===== src/rtl/diaosi_types_pkg.sv =====
// Shared types for the cache-to-memory request path.
package diaosi_types_pkg;

    // Width of the access-latency down-counter (covers latencies 1..15).
    localparam int CNT_W = 4;

    // Arbiter states: idle, serving the icache, serving the dcache.
    typedef enum logic [1:0] {
        IDLE,
        IBUSY,
        DBUSY
    } memctl_state_t;

    // A request captured at grant time and replayed to the RAM while busy.
    typedef struct packed {
        logic [31:0] addr;
        logic [31:0] data;
        logic        write;
    } memctl_req_t;

endpackage


===== src/rtl/mem_lat_counter.sv =====
// Loadable down-counter that measures the remaining busy cycles of one RAM access.
module mem_lat_counter
    import diaosi_types_pkg::*;
(
    input  logic             CLK,
    input  logic             nRST,
    input  logic             load_i,
    input  logic [CNT_W-1:0] loadVal_i,
    input  logic             dec_i,
    input  logic             clear_i,
    output logic             zero_o
);

    logic [CNT_W-1:0] count_q;
    logic [CNT_W-1:0] count_d;

    // Clear wins over load so an abort always leaves the counter at rest; decrement saturates at zero.
    always_comb begin
        count_d = count_q;
        if (clear_i) begin
            count_d = '0;
        end else if (load_i) begin
            count_d = loadVal_i;
        end else if (dec_i && (count_q != '0)) begin
            count_d = count_q - 1'b1;
        end
    end

    // Counter register with asynchronous active-low reset.
    always_ff @(posedge CLK or negedge nRST) begin
        if (!nRST) begin
            count_q <= '0;
        end else begin
            count_q <= count_d;
        end
    end

    assign zero_o = (count_q == '0);

endmodule


===== src/rtl/memory_control.sv =====
// Arbitrates icache fetches and dcache accesses onto a single-ported fixed-latency RAM.
module memory_control
    import diaosi_types_pkg::*;
#(
    parameter int LAT = 2
) (
    input  logic        CLK,
    input  logic        nRST,
    input  logic        iREN,
    input  logic [31:0] iaddr,
    output logic        iwait,
    output logic [31:0] iload,
    input  logic        dREN,
    input  logic        dWEN,
    input  logic [31:0] daddr,
    input  logic [31:0] dstore,
    output logic        dwait,
    output logic [31:0] dload,
    output logic        ramREN,
    output logic        ramWEN,
    output logic [31:0] ramaddr,
    output logic [31:0] ramstore,
    input  logic [31:0] ramload
);

    localparam logic [CNT_W-1:0] LoadVal = CNT_W'(LAT - 1);

    memctl_state_t state_q, state_d;
    memctl_req_t   req_q, req_d;

    logic dReq;
    logic grantEn;
    logic busy;
    logic active;
    logic abort;
    logic cntZero;
    logic done;
    logic startAccess;

    // A busy access stays alive only while the granted requester keeps its enable high.
    assign dReq        = dREN | dWEN;
    assign grantEn     = (state_q == IBUSY) ? iREN : dReq;
    assign busy        = (state_q != IDLE);
    assign active      = busy && grantEn;
    assign abort       = busy && !grantEn;
    assign done        = active && cntZero;
    assign startAccess = (state_q == IDLE) && (dReq || iREN);

    mem_lat_counter u_cnt (
        .CLK       (CLK),
        .nRST      (nRST),
        .load_i    (startAccess),
        .loadVal_i (LoadVal),
        .dec_i     (active),
        .clear_i   (abort),
        .zero_o    (cntZero)
    );

    // Next-state logic: data wins arbitration; completion or abort always returns to IDLE.
    always_comb begin
        state_d = state_q;
        req_d   = req_q;
        case (state_q)
            IDLE: begin
                if (dReq) begin
                    state_d     = DBUSY;
                    req_d.addr  = daddr;
                    req_d.data  = dstore;
                    req_d.write = dWEN;
                end else if (iREN) begin
                    state_d     = IBUSY;
                    req_d.addr  = iaddr;
                    req_d.data  = '0;
                    req_d.write = 1'b0;
                end
            end
            IBUSY, DBUSY: begin
                if (abort || done) begin
                    state_d = IDLE;
                end
            end
            default: state_d = IDLE;
        endcase
    end

    // State and request latch registers with asynchronous active-low reset.
    always_ff @(posedge CLK or negedge nRST) begin
        if (!nRST) begin
            state_q <= IDLE;
            req_q   <= '0;
        end else begin
            state_q <= state_d;
            req_q   <= req_d;
        end
    end

    // Output muxing: writes commit only on the completion cycle, read data passes straight through.
    always_comb begin
        iwait    = 1'b1;
        dwait    = 1'b1;
        iload    = '0;
        dload    = '0;
        ramREN   = 1'b0;
        ramWEN   = 1'b0;
        ramaddr  = '0;
        ramstore = '0;
        if (active) begin
            ramaddr = req_q.addr;
            if (req_q.write) begin
                ramstore = req_q.data;
                ramWEN   = done;
            end else begin
                ramREN = 1'b1;
            end
            if (done) begin
                if (state_q == IBUSY) begin
                    iwait = 1'b0;
                    iload = ramload;
                end else begin
                    dwait = 1'b0;
                    dload = req_q.write ? 32'd0 : ramload;
                end
            end
        end
    end

endmodule


===== config.mk =====
export PLATFORM = sky130hd
export DESIGN_NAME = memory_control
export DESIGN_NICKNAME = d
export VERILOG_FILES = /design/src/rtl/diaosi_types_pkg.sv /design/src/rtl/mem_lat_counter.sv /design/src/rtl/memory_control.sv
export SDC_FILE = /design/constraint.sdc
export NUM_CORES = 1
export LEC_CHECK = 0
export CORE_ASPECT_RATIO = 1.25
export CORE_MARGIN = 3
export CORE_UTILIZATION = 37
export CTS_CLUSTER_DIAMETER = 200
export CTS_CLUSTER_SIZE = 14
export DETAILED_ROUTE_END_ITERATION = 7
export HOLD_SLACK_MARGIN = 0.03
export PLACE_DENSITY_LB_ADDON = 0.3
export SYNTH_ARGS = -nofsm -noshare
export SYNTH_HDL_FRONTEND = slang
export SYNTH_SLANG_ARGS = --single-unit

===== constraint.sdc =====
create_clock -name CLK -period 2.9 [get_ports CLK]
set_input_delay 0.58 -clock CLK [delete_from_list [all_inputs] [get_ports CLK]]
set_output_delay 0.58 -clock CLK [all_outputs]
set_load 0.005 [all_outputs]

# Word level (Yosys, flattened, before mapping)

Index checks and enable logic that the tools add are counted.

Flip-flop bits (word level): 71
Output and inout bits: 132
Bits of input ports: 133

Bitwise logic cells: 1
Add/sub/neg operators: 1
Reductions and logical operators: 17
Muxes and demuxes: 30
Equal/unequal tests: 4

Operator list:

| cell                | number |
|---|---|
| $mux 32             | 10 |
| $mux 65             | 2 |
| $mux 4              | 3 |
| $mux 1              | 11 |
| $mux 2              | 3 |
| $logic_and 1x1->1   | 5 |
| $logic_not 4->1     | 1 |
| $pmux 2 s2          | 1 |
| $reduce_and 2->1    | 2 |
| $reduce_bool 2->1   | 2 |
| $reduce_bool 4->1   | 1 |
| $sub 4x1->4 const B | 1 |
| $ne 3x3->1 const B  | 1 |
| $reduce_bool 3->1   | 1 |
| $eq 2x1->1 const B  | 1 |
| $eq 2x2->1 const B  | 1 |
| $logic_not 2->1     | 1 |
| $logic_or 1x1->1    | 2 |
| $ne 2x2->1 const B  | 1 |
| $reduce_or 2->1     | 1 |
| $logic_not 1->1     | 1 |
| $or 1x1->1          | 1 |

# Depth between registers and ports, before layout

Gate-level depths: netlist of run 1.

Word-level depth: 7
Gate-level depth with buffers: 8
Depth with buffers taken out: 5

# Modules after synthesis

A second synthesis of run 1 with hierarchy kept.

Cells, all modules: 423
Area, all modules: 4,086.4 um^2

By module, submodules not included:

| module          | cells each | seq. area each (um^2) | area an instance (um^2) | instances |
|---|---|---|---|---|
| memory_control  | 392        | 1,676.6               | 3,793.6                 | 1 |
| mem_lat_counter | 31         | 100.1                 | 292.8                   | 1 |

# Worst setup path before layout of run 1

OpenSTA, ideal clock, no wires.

Path type: register to output
From: reg u_cnt.count_q[0]
To: out dload[22]
Arrival time: 1.961 ns
Required time: 2.320 ns
Path buffers: 3
Stages on the path, launching flop included: 9
Setup slack: 0.359 ns
Cells stage by stage: dfrtp_1 -> inv_1 -> ha_1 -> or3b_1 -> buf_2 -> or4_1 -> buf_2 -> buf_6 -> nor3b_2

Cells in the longest elaborated chain, start to end: 4

Ends and longest elaborated chain:

| what                   | line                  | RTL |
|---|---|---|
| from (decl)            | mem_lat_counter.sv:14 | `logic [CNT_W-1:0] count_q;` |
| from (signal assigned) | mem_lat_counter.sv:34 | `count_q <= count_d;` |
| $logic_not 4->1        | mem_lat_counter.sv:38 | `assign zero_o = (count_q == '0);` |
| $logic_and 1x1->1      | memory_control.sv:46  | `assign done = active && cntZero;` |
| $mux 32                | memory_control.sv:115 | `if (done) begin` |
| $mux 32                | memory_control.sv:107 | `if (active) begin` |
| to (decl)              | memory_control.sv:18  | `output logic [31:0] dload,` |

Every way passes these cells.

# Final worst setup path of run 1

From: reg u_cnt.count_q[0]
To: out dload[3]

Same word-level chain as after synthesis.

==> report_table.html, run 1 <==
<table>
<tr><th>Metric</th><th>Value</th></tr>
<tr><th colspan="2">Setup path</th></tr>
<tr><td>CP delay by family, top</td><td>simple AND/OR/NAND/NOR gates</td></tr>
<tr><td>CP endpoint kind</td><td>primary output</td></tr>
<tr><td>Maximum cell stage delay along the critical path</td><td>0.56 ns</td></tr>
<tr><td>Sort of element at the start of the critical path</td><td>flip-flop</td></tr>
<tr><td>Req. time, crit path</td><td>2.32 ns</td></tr>
<tr><td>Top fanout value on the critical path</td><td>5</td></tr>
<tr><td>Slowest CP cell</td><td>or4_4</td></tr>
<tr><td>Crit Path Class</td><td>reg -&gt; out</td></tr>
<tr><td>Sum of buffers and inverters on the critical path</td><td>5</td></tr>
<tr><td>Data arrival time of the critical path</td><td>between 2 and 3 ns</td></tr>
<tr><td>Cell Chain, Critical Path</td><td>inv_2, ha_4, or3b_4, or4_4, buf_12, buf_6, buf_6, nor3b_2, buf_2</td></tr>
<tr><td>Worst path most repeated cell</td><td>buf_6</td></tr>
<tr><th colspan="2">Global routing</th></tr>
<tr><td>Most crowded layer after global routing</td><td>met2</td></tr>
<tr><td>All-layer global routing usage</td><td>0.236</td></tr>
<tr><td>Maximum number of pins on one net before global-route repair</td><td>~70</td></tr>
<tr><td>Met2 capacity usage during global routing</td><td>0.409</td></tr>
<tr><td>Global-route met1 utilization</td><td>0.275</td></tr>
<tr><td>Antenna violations before repair</td><td>1</td></tr>
<tr><td>GR Overflow Total</td><td>0</td></tr>
<tr><td>Wire length of the first global-routing pass</td><td>~23 mm</td></tr>
<tr><td>Vias in the first global route</td><td>about 4300</td></tr>
<tr><td>M3 GR Usage</td><td>0.0852</td></tr>
<tr><th colspan="2">Detailed routing</th></tr>
<tr><td>Total via count after detailed routing</td><td>4432</td></tr>
<tr><td>Per-cell via count in the routed design</td><td>~5.2</td></tr>
<tr><td>Routed wire length</td><td>16.4 mm</td></tr>
<tr><td>Number of nets with antenna violations after routing</td><td>0</td></tr>
<tr><td>1st-iter DRT viols</td><td>between 150 and 200</td></tr>
<tr><td>Drt drc</td><td>0</td></tr>
<tr><td>Routed wirelength normalized by instance count</td><td>19.3 um</td></tr>
<tr><td>Detailed-router iteration count before antenna repair</td><td>6</td></tr>
<tr><th colspan="2">Power</th></tr>
<tr><td>Combinational share of power</td><td>0.551</td></tr>
<tr><td>Worst vdd rail ir drop</td><td>between 0.4 and 0.5 mV</td></tr>
<tr><td>Net switching power of the design</td><td>~2200 uW</td></tr>
<tr><td>Share of power burned in the clock network</td><td>0.162</td></tr>
<tr><td>Power density over cell area</td><td>between 800 and 900 nW/um2</td></tr>
<tr><td>Internal Pwr Total</td><td>3970 uW</td></tr>
<tr><td>Leakage power</td><td>~0.0042 uW</td></tr>
<tr><td>Proportion of power drawn by flip-flops and latches</td><td>0.288</td></tr>
<tr><td>Switching share of power</td><td>0.359</td></tr>
<tr><th colspan="2">Clock tree</th></tr>
<tr><td>Clk_lat worst skew</td><td>0.32 ns</td></tr>
<tr><td>CTS root buffer</td><td>clkbuf_16</td></tr>
<tr><td>Number of buffers on the longest clock path</td><td>2</td></tr>
<tr><td>Depth of the CTS H-tree</td><td>3</td></tr>
<tr><td>TritonCTS Buffers</td><td>9</td></tr>
<tr><td>Clock-pin slew on the worst setup and hold paths</td><td>around 0.06 ns</td></tr>
<tr><td>Hold-fix buffer count after cts</td><td>0</td></tr>
<tr><td>TritonCTS Sinks</td><td>71</td></tr>
<tr><td>Clock tree from TritonCTS</td><td>done</td></tr>
<tr><th colspan="2">Final layout</th></tr>
<tr><td>Final nets</td><td>roughly 840</td></tr>
<tr><td>Commonest non-fill, non-tap cells in the layout</td><td>131 x clkdlybuf4s50_1, 70 x dfrtp_1, 56 x and2_1</td></tr>
<tr><td>Leading cell type in the layout, fill and taps excluded</td><td>clkdlybuf4s50_1</td></tr>
<tr><td>Share of cells above drive strength 1</td><td>0.303</td></tr>
<tr><td>Final core occ</td><td>0.715</td></tr>
<tr><td>Fill cell count</td><td>between 800 and 900</td></tr>
<tr><td>Syn-to-layout area delta</td><td>85.4%</td></tr>
<tr><th colspan="2">Timing</th></tr>
<tr><td>Max transition margin</td><td>0.100</td></tr>
<tr><td>Total negative slack</td><td>-6.61 ns</td></tr>
<tr><td>Worst-margin pin slew</td><td>between 1 and 1.5 ns</td></tr>
<tr><td>Tmin final</td><td>~3.1 ns</td></tr>
<tr><td>Fmax achieved</td><td>0.323 GHz</td></tr>
<tr><td>Tcrit/Tclk final</td><td>1.07</td></tr>
<tr><td>Final WS setup</td><td>-0.197 ns</td></tr>
<tr><td>Setup-failing EPs final</td><td>64</td></tr>
<tr><td>Max-slew violation count</td><td>0</td></tr>
<tr><td>Unrepaired setup endpoints after global routing</td><td>yes</td></tr>
<tr><td>Worst hold slack after final layout</td><td>0.370 ns</td></tr>
<tr><td>Max Clock Skew</td><td>approximately 0.0048 ns</td></tr>
<tr><td>Fin. Hold Viols</td><td>0</td></tr>
<tr><th colspan="2">Synth</th></tr>
<tr><td>Yosys warning count</td><td>0</td></tr>
<tr><td>Post-synth cell types</td><td>34</td></tr>
<tr><td>Register area share after synthesis</td><td>0.428</td></tr>
<tr><td>Syn Nets</td><td>547</td></tr>
<tr><td>Summed instance area of the synthesized netlist</td><td>roughly 4200 um2</td></tr>
<tr><td>Syn Area/Cell</td><td>10.1 um2</td></tr>
<tr><td>Post-synthesis sequential element count</td><td>between 70 and 80</td></tr>
<tr><td>Gate count after technology mapping</td><td>411</td></tr>
<tr><th colspan="2">Floorplanning</th></tr>
<tr><td>Starting utilization of the core area</td><td>0.385</td></tr>
<tr><td>Top-level I/O count</td><td>265</td></tr>
<tr><td>Number of rows created at floorplan</td><td>42</td></tr>
<tr><td>Die Span X</td><td>101 um</td></tr>
<tr><td>Area inside the core boundary</td><td>10800 um2</td></tr>
<tr><td>Y dimension of the die</td><td>between 100 and 150 um</td></tr>
<tr><td>Die area</td><td>around 13000 um2</td></tr>
<tr><th colspan="2">Status</th></tr>
<tr><td>Violated checks</td><td>negative setup slack</td></tr>
<tr><td>Run status</td><td>finished, violations left</td></tr>
<tr><th colspan="2">Worst hold path</th></tr>
<tr><td>Class of the most critical hold timing path</td><td>in -&gt; async</td></tr>
<tr><th colspan="2">Place</th></tr>
<tr><td>Final weighted congestion in routability-driven placement</td><td>around 0.8</td></tr>
<tr><td>Pre-CTS WS</td><td>-0.305 ns</td></tr>
<tr><td>Total of buffers placed on input and output ports</td><td>between 200 and 300</td></tr>
<tr><td>Post-detailed-placement half-perimeter wirelength</td><td>around 11 mm</td></tr>
<tr><th colspan="2">Flow run</th></tr>
<tr><td>MaxCap Viol Count</td><td>0</td></tr>
</table>
==> path summary, 6_finish.rpt <==
| path | startpoint | endpoint | slack, ns | depth (start not counted) |
|---|---|---|---|---|
| worst max-delay path | u_cnt.count_q[0] | dload[3] | -0.20 | 9 |
| worst min-delay path | nRST | req_q[15] | 0.37 | 1 |
| worst max register to register | state_q[1] | req_q[27] | 0.47 | 6 |
| worst min register to register | req_q[38] | req_q[38] | 0.47 | 2 |
| max in group asynchronous | nRST | req_q[0] | 1.89 | 1 |
| min in group CLK | req_q[38] | req_q[38] | 0.47 | 2 |
==> metrics by stage <==
step / area [um2] / cells / total power [uW]
after floorplan: 4150 / 411 / 3210
after global routing: 7700 / 845 / 6610
after CTS: 7440 / 826 / 6010
after detailed placement: 7050 / 789 / 4690
final: 7700 / 846 / 6200
after global placement: 7050 / 789 / 4610
==> flip-flops by register name, summed over array words and instances (netlist names) <==
signal / flops
req_q: 65
state_q: 2
u_cnt.count_q: 4
==> synth_stat cells <==
library cell / count / area share
a32o_1: 1 / 0.0024
nor2b_1: 3 / 0.0045
ha_1: 3 / 0.0090
or4b_1: 1 / 0.0024
nor2_1: 2 / 0.0018
inv_1: 4 / 0.0036
o41ai_1: 3 / 0.0063
or4_1: 1 / 0.0018
nor4b_2: 1 / 0.0036
and3b_1: 1 / 0.0021
o22ai_1: 1 / 0.0015
nand2_1: 32 / 0.029
o31ai_1: 1 / 0.0018
dfrtp_1: 71 / 0.43
and2_1: 64 / 0.096
o32ai_1: 1 / 0.0021
buf_2: 8 / 0.0096
mux2i_1: 32 / 0.077
inv_2: 1 / 0.00090
or3b_1: 1 / 0.0021
a22o_1: 37 / 0.078
a2bb2oi_1: 1 / 0.0021
nor3_2: 1 / 0.0024
and3_1: 33 / 0.050
clkbuf_1: 32 / 0.029
buf_6: 3 / 0.0081
nor4_1: 2 / 0.0030
nor3b_2: 29 / 0.087
nor3b_1: 4 / 0.0072
nor3_1: 2 / 0.0024
o21ai_1: 32 / 0.039
a211oi_1: 1 / 0.0018
nor4b_1: 1 / 0.0021
o22a_1: 1 / 0.0021
==> per-layer routing <==
layer  vias to the layer above  wire, um
met3                        12      1750
met5                         -        13
met4                         2       154
met2                       231      8600
li1                       2052         -
met1                      2135      5850
==> power by group through the flow <==
stage	Sequential [uW]	Clock, uW	Combinational (uW)
after floorplan	1640	0	1570
after global placement	1750	0	2860
after detailed placement	1770	0	2910
after CTS	1770	1020	3220
after global routing	1840	1080	3680
final	1780	1000	3410
==> logic make-up (layout without fill, tap and decap cells) <==
kind of cell    after synthesis  count (layout)  share of synthesized area
simple gates                178             178                      0.298
compound gates               79              79                      0.137
flops                        71              71                      0.428
buf+inv                      48             350                     0.0512
mux                          32              32                     0.0771
fa+ha+maj                     3               3                    0.00904
other cells                   0               1                          0
==> repair_timing <==
action | 4_1_cts | 5_1_grt
buffers inserted | 19 | 16
gates cloned | 2 | 5
endpoints found under the setup margin | 131 | 119
resized for setup | 233 | 174
pin swaps | 10 | 13
==> cell type report <==
class	instances	area [um2]	area share
clock buffer	12	246	0.0320
tap	132	165	0.0214
clock inverter	4	22.5	0.00292
multi-input combinational	292	2310	0.299
timing repair buffer	329	3160	0.410
sequential	71	1780	0.231
inverter	5	18.8	0.00244
antenna	1	2.50	0.000325
No activity file was read; power rests on OpenSTA's default activity.
==> run 2, diff against run 1 <==
--- a/config.mk
+++ b/config.mk
@@ -9,9 +9,10 @@
 export CORE_MARGIN = 3
 export CORE_UTILIZATION = 37
 export CTS_CLUSTER_DIAMETER = 200
-export CTS_CLUSTER_SIZE = 14
+export CTS_CLUSTER_SIZE = 16
 export DETAILED_ROUTE_END_ITERATION = 7
 export HOLD_SLACK_MARGIN = 0.03
+export MAX_ROUTING_LAYER = met4
 export PLACE_DENSITY_LB_ADDON = 0.3
 export SYNTH_ARGS = -nofsm -noshare
 export SYNTH_HDL_FRONTEND = slang
==> report_table.html, run 2 (synthesized netlist as in run 1, its figures left out) <==
<table>
<tr><th>Metric</th><th>Value</th></tr>
<tr><th colspan="2">Status</th></tr>
<tr><td>Run status</td><td>finished, violations left</td></tr>
<tr><td>Violated checks</td><td>negative setup slack</td></tr>
<tr><th colspan="2">Floorplanning</th></tr>
<tr><td>Die Span X</td><td>101 um (unchanged)</td></tr>
<tr><td>Top-level I/O count</td><td>265 (unchanged)</td></tr>
<tr><td>Starting utilization of the core area</td><td>0.385 (unchanged)</td></tr>
<tr><td>Area inside the core boundary</td><td>10800 um2 (unchanged)</td></tr>
<tr><td>Number of rows created at floorplan</td><td>42 (unchanged)</td></tr>
<tr><td>Y dimension of the die</td><td>124 um (unchanged)</td></tr>
<tr><td>Die area</td><td>12500 um2 (unchanged)</td></tr>
<tr><th colspan="2">Detailed routing</th></tr>
<tr><td>Routed wire length</td><td>16.3 mm (-0.62%)</td></tr>
<tr><td>Number of nets with antenna violations after routing</td><td>0 (unchanged)</td></tr>
<tr><td>Detailed-router iteration count before antenna repair</td><td>5 (-1)</td></tr>
<tr><td>Total via count after detailed routing</td><td>4427 (-0.11%)</td></tr>
<tr><td>Routed wirelength normalized by instance count</td><td>19.2 um (-0.62%)</td></tr>
<tr><td>Drt drc</td><td>0 (unchanged)</td></tr>
<tr><td>Per-cell via count in the routed design</td><td>5.23 (-0.11%)</td></tr>
<tr><td>1st-iter DRT viols</td><td>159 (-15%)</td></tr>
<tr><th colspan="2">Final layout</th></tr>
<tr><td>Syn-to-layout area delta</td><td>85.3% (about the same)</td></tr>
<tr><td>Leading cell type in the layout, fill and taps excluded</td><td>clkdlybuf4s50_1</td></tr>
<tr><td>Share of cells above drive strength 1</td><td>0.303 (unchanged)</td></tr>
<tr><td>Area of combinational cells with multiple inputs</td><td>2310 um2 (unchanged)</td></tr>
<tr><td>Final nets</td><td>844 (unchanged)</td></tr>
<tr><td>Non-Filler Instances</td><td>846 (unchanged)</td></tr>
<tr><td>Commonest non-fill, non-tap cells in the layout</td><td>133 x clkdlybuf4s50_1, 70 x dfrtp_1, 56 x and2_1</td></tr>
<tr><td>Largest reg by FF count</td><td>req_q</td></tr>
<tr><td>Seq. cell area</td><td>1780 um2 (unchanged)</td></tr>
<tr><td>Registers with the highest flip-flop counts</td><td>req_q x65, u_cnt.count_q x4, state_q x2</td></tr>
<tr><td>Fill cell count</td><td>821 (+0.12%)</td></tr>
<tr><td>Max reg flops</td><td>65 (unchanged)</td></tr>
<tr><th colspan="2">Setup path</th></tr>
<tr><td>Critical path origin</td><td>u_cnt.count_q[0]</td></tr>
<tr><td>Reg2reg setup slack</td><td>0.51 ns (+0.04 ns)</td></tr>
<tr><td>Top fanout value on the critical path</td><td>5 (unchanged)</td></tr>
<tr><td>Maximum cell stage delay along the critical path</td><td>0.56 ns (about the same)</td></tr>
<tr><td>Data arrival time of the critical path</td><td>2.51 ns (about the same)</td></tr>
<tr><td>Slowest CP cell</td><td>or4_4</td></tr>
<tr><td>Req. time, crit path</td><td>2.32 ns (about the same)</td></tr>
<tr><td>Worst-case reg-to-reg path depth</td><td>6 (unchanged)</td></tr>
<tr><td>Crit Path Class</td><td>reg -&gt; out</td></tr>
<tr><td>End of the critical path</td><td>dload[3]</td></tr>
<tr><td>Sort of element at the start of the critical path</td><td>flip-flop</td></tr>
<tr><td>Worst path most repeated cell</td><td>buf_6</td></tr>
<tr><td>Cell count along the critical path</td><td>9 (unchanged)</td></tr>
<tr><td>End of the worst register-to-register path</td><td>req_q[27]</td></tr>
<tr><td>Sum of buffers and inverters on the critical path</td><td>5 (unchanged)</td></tr>
<tr><td>CP endpoint kind</td><td>primary output</td></tr>
<tr><td>Cell Chain, Critical Path</td><td>inv_2, ha_4, or3b_4, or4_4, buf_12, buf_6, buf_6, nor3b_2, buf_2</td></tr>
<tr><td>CP delay by family, top</td><td>simple AND/OR/NAND/NOR gates</td></tr>
<tr><td>RR Startpoint</td><td>state_q[1]</td></tr>
<tr><th colspan="2">Global routing</th></tr>
<tr><td>Most crowded layer after global routing</td><td>met2</td></tr>
<tr><td>Met2 capacity usage during global routing</td><td>0.407 (-0.00194)</td></tr>
<tr><td>Wire length of the first global-routing pass</td><td>23.3 mm (about the same)</td></tr>
<tr><td>M3 GR Usage</td><td>0.0812 (-0.00392)</td></tr>
<tr><td>GR Overflow Total</td><td>0 (unchanged)</td></tr>
<tr><td>Global-route met1 utilization</td><td>0.279 (+0.00463)</td></tr>
<tr><td>Vias in the first global route</td><td>4297 (-0.23%)</td></tr>
<tr><td>Maximum number of pins on one net before global-route repair</td><td>72 (unchanged)</td></tr>
<tr><td>Antenna violations before repair</td><td>1 (unchanged)</td></tr>
<tr><td>All-layer global routing usage</td><td>0.243 (+0.00667)</td></tr>
<tr><th colspan="2">Power</th></tr>
<tr><td>Worst vdd rail ir drop</td><td>0.429 mV (+0.22%)</td></tr>
<tr><td>Power density over cell area</td><td>805 nW/um2 (about the same)</td></tr>
<tr><td>Leakage power</td><td>0.00420 uW (-0.76%)</td></tr>
<tr><th colspan="2">Timing</th></tr>
<tr><td>Final WS setup</td><td>-0.193 ns (+0.00392 ns)</td></tr>
<tr><td>Fin. Hold Viols</td><td>0 (unchanged)</td></tr>
<tr><td>Tcrit/Tclk final</td><td>1.07 (-0.00135)</td></tr>
<tr><td>Setup-failing EPs final</td><td>64 (unchanged)</td></tr>
<tr><td>Worst-margin pin slew</td><td>1.30 ns (-0.0432 ns)</td></tr>
<tr><td>Fmax achieved</td><td>0.323 GHz (+0.13%)</td></tr>
<tr><td>Worst hold slack after final layout</td><td>0.371 ns (+0.00109 ns)</td></tr>
<tr><td>Unrepaired setup endpoints after global routing</td><td>yes</td></tr>
<tr><td>Max transition margin</td><td>0.129 (+0.0289)</td></tr>
<tr><td>Max Clock Skew</td><td>0.00526 ns (+0.000459 ns)</td></tr>
<tr><td>Max-slew violation count</td><td>0 (unchanged)</td></tr>
<tr><td>Tmin final</td><td>3.09 ns (-0.00392 ns)</td></tr>
<tr><th colspan="2">Place</th></tr>
<tr><td>Total of buffers placed on input and output ports</td><td>264 (unchanged)</td></tr>
<tr><td>Final weighted congestion in routability-driven placement</td><td>0.797 (+1.4%)</td></tr>
<tr><td>Total placed cells including tap cells</td><td>789 (unchanged)</td></tr>
<tr><td>Post-detailed-placement half-perimeter wirelength</td><td>11.0 mm (unchanged)</td></tr>
<tr><th colspan="2">Worst hold path</th></tr>
<tr><td>Class of the most critical hold timing path</td><td>in -&gt; async</td></tr>
<tr><th colspan="2">Clock tree</th></tr>
<tr><td>Clk_lat worst skew</td><td>0.32 ns (about the same)</td></tr>
<tr><td>Depth of the CTS H-tree</td><td>3 (unchanged)</td></tr>
<tr><td>TritonCTS Buffers</td><td>9 (unchanged)</td></tr>
<tr><td>CTS root buffer</td><td>clkbuf_16</td></tr>
<tr><td>Clock tree from TritonCTS</td><td>done</td></tr>
<tr><td>TritonCTS Sinks</td><td>71 (unchanged)</td></tr>
<tr><td>Number of buffers on the longest clock path</td><td>2 (unchanged)</td></tr>
<tr><td>Clock-pin slew on the worst setup and hold paths</td><td>0.06 ns (about the same)</td></tr>
<tr><td>Hold-fix buffer count after cts</td><td>0 (unchanged)</td></tr>
<tr><th colspan="2">Flow run</th></tr>
<tr><td>MaxCap Viol Count</td><td>0 (unchanged)</td></tr>
</table>
==> run 2: cell count changes in the layout (fill, tap and decap cells not counted) <==
| cell | change |
|---|---|
| dlymetal6s2s_1 | -2 |
| clkdlybuf4s50_1 | +2 |
==> run 2: cell type report <==
class,instances,area share
timing repair buffer,329,0.410
multi-input combinational,292,0.300
sequential,71,0.231
clock buffer,12,0.0320
tap,132,0.0215
clock inverter,4,0.00293
inverter,5,0.00244
antenna,1,0.000325
==> run 2: worst min-delay path by stage <==
| stage | depth (start not counted) | endpoint | start |
|---|---|---|---|
| floorplan | 0 | req_q[0] | nRST |
| global placement | 2 | req_q[50] | req_q[50] |
| detailed placement | 2 | req_q[42] | req_q[42] |
| CTS | 1 | req_q[37] | nRST |
| global route | 1 | req_q[15] | nRST |
| finish | 1 | req_q[15] | nRST |
==> run 2: per-layer routing <==
metal,vias up,routed length [um]
li1,2047,-
met1,2140,6000
met2,227,8570
met3,13,1530
met4,0,162
met5,-,0
==> run 2: worst register-to-register path, delay by kind of cell, from the launching register on <==
kind                     cells  cell delay, ns
adder cells (fa/ha/maj)      1            0.20
AND/OR/NAND/NOR              1            1.03
AO/OA/AOI/OAI                1            0.29
buffers and inverters        3            0.41
flip-flops                   1            0.39
==> run 2: timing repair <==
item                                    4_1_cts  5_1_grt
gates resized for setup                     233      172
endpoints found under the hold margin         0        0
endpoints found under the setup margin      131      119
cloned                                        2        5
pin swaps                                    10       13
setup buffers                                19       16
==> run 2: report_power, final <==
group | leakage, uW | total [uW] | internal (uW) | switching [uW]
clock | 0.000132 | 1000 | 598 | 407
combinational | 0.00319 | 3410 | 1910 | 1500
sequential | 0.000876 | 1780 | 1470 | 313
total | 0.00420 | 6190 | 3980 | 2220
==> run 2: metrics by stage <==
stage                     setup slack [ns]   util  instance area [um2]  TNS, ns  power (uW)
after global routing                -0.308  0.714                 7690   -11.95        6610
after detailed placement            -0.305  0.655                 7050   -22.79        4690
after global placement              -0.319  0.655                 7050   -22.54        4610
after floorplan                      0.359      -                 4150        0        3210
final                               -0.193  0.714                 7690    -6.30        6190
after CTS                           -0.157  0.691                 7440    -2.49        6010
==> run 3, diff against run 2 <==
--- a/config.mk
+++ b/config.mk
@@ -5,6 +5,7 @@
 export SDC_FILE = /design/constraint.sdc
 export NUM_CORES = 1
 export LEC_CHECK = 0
+export ABC_CLOCK_PERIOD_IN_PS = 2900
 export CORE_ASPECT_RATIO = 1.25
 export CORE_MARGIN = 3
 export CORE_UTILIZATION = 37
==> results of run 3 <==
Final layout, timing and power as in run 2 (identical DEF).
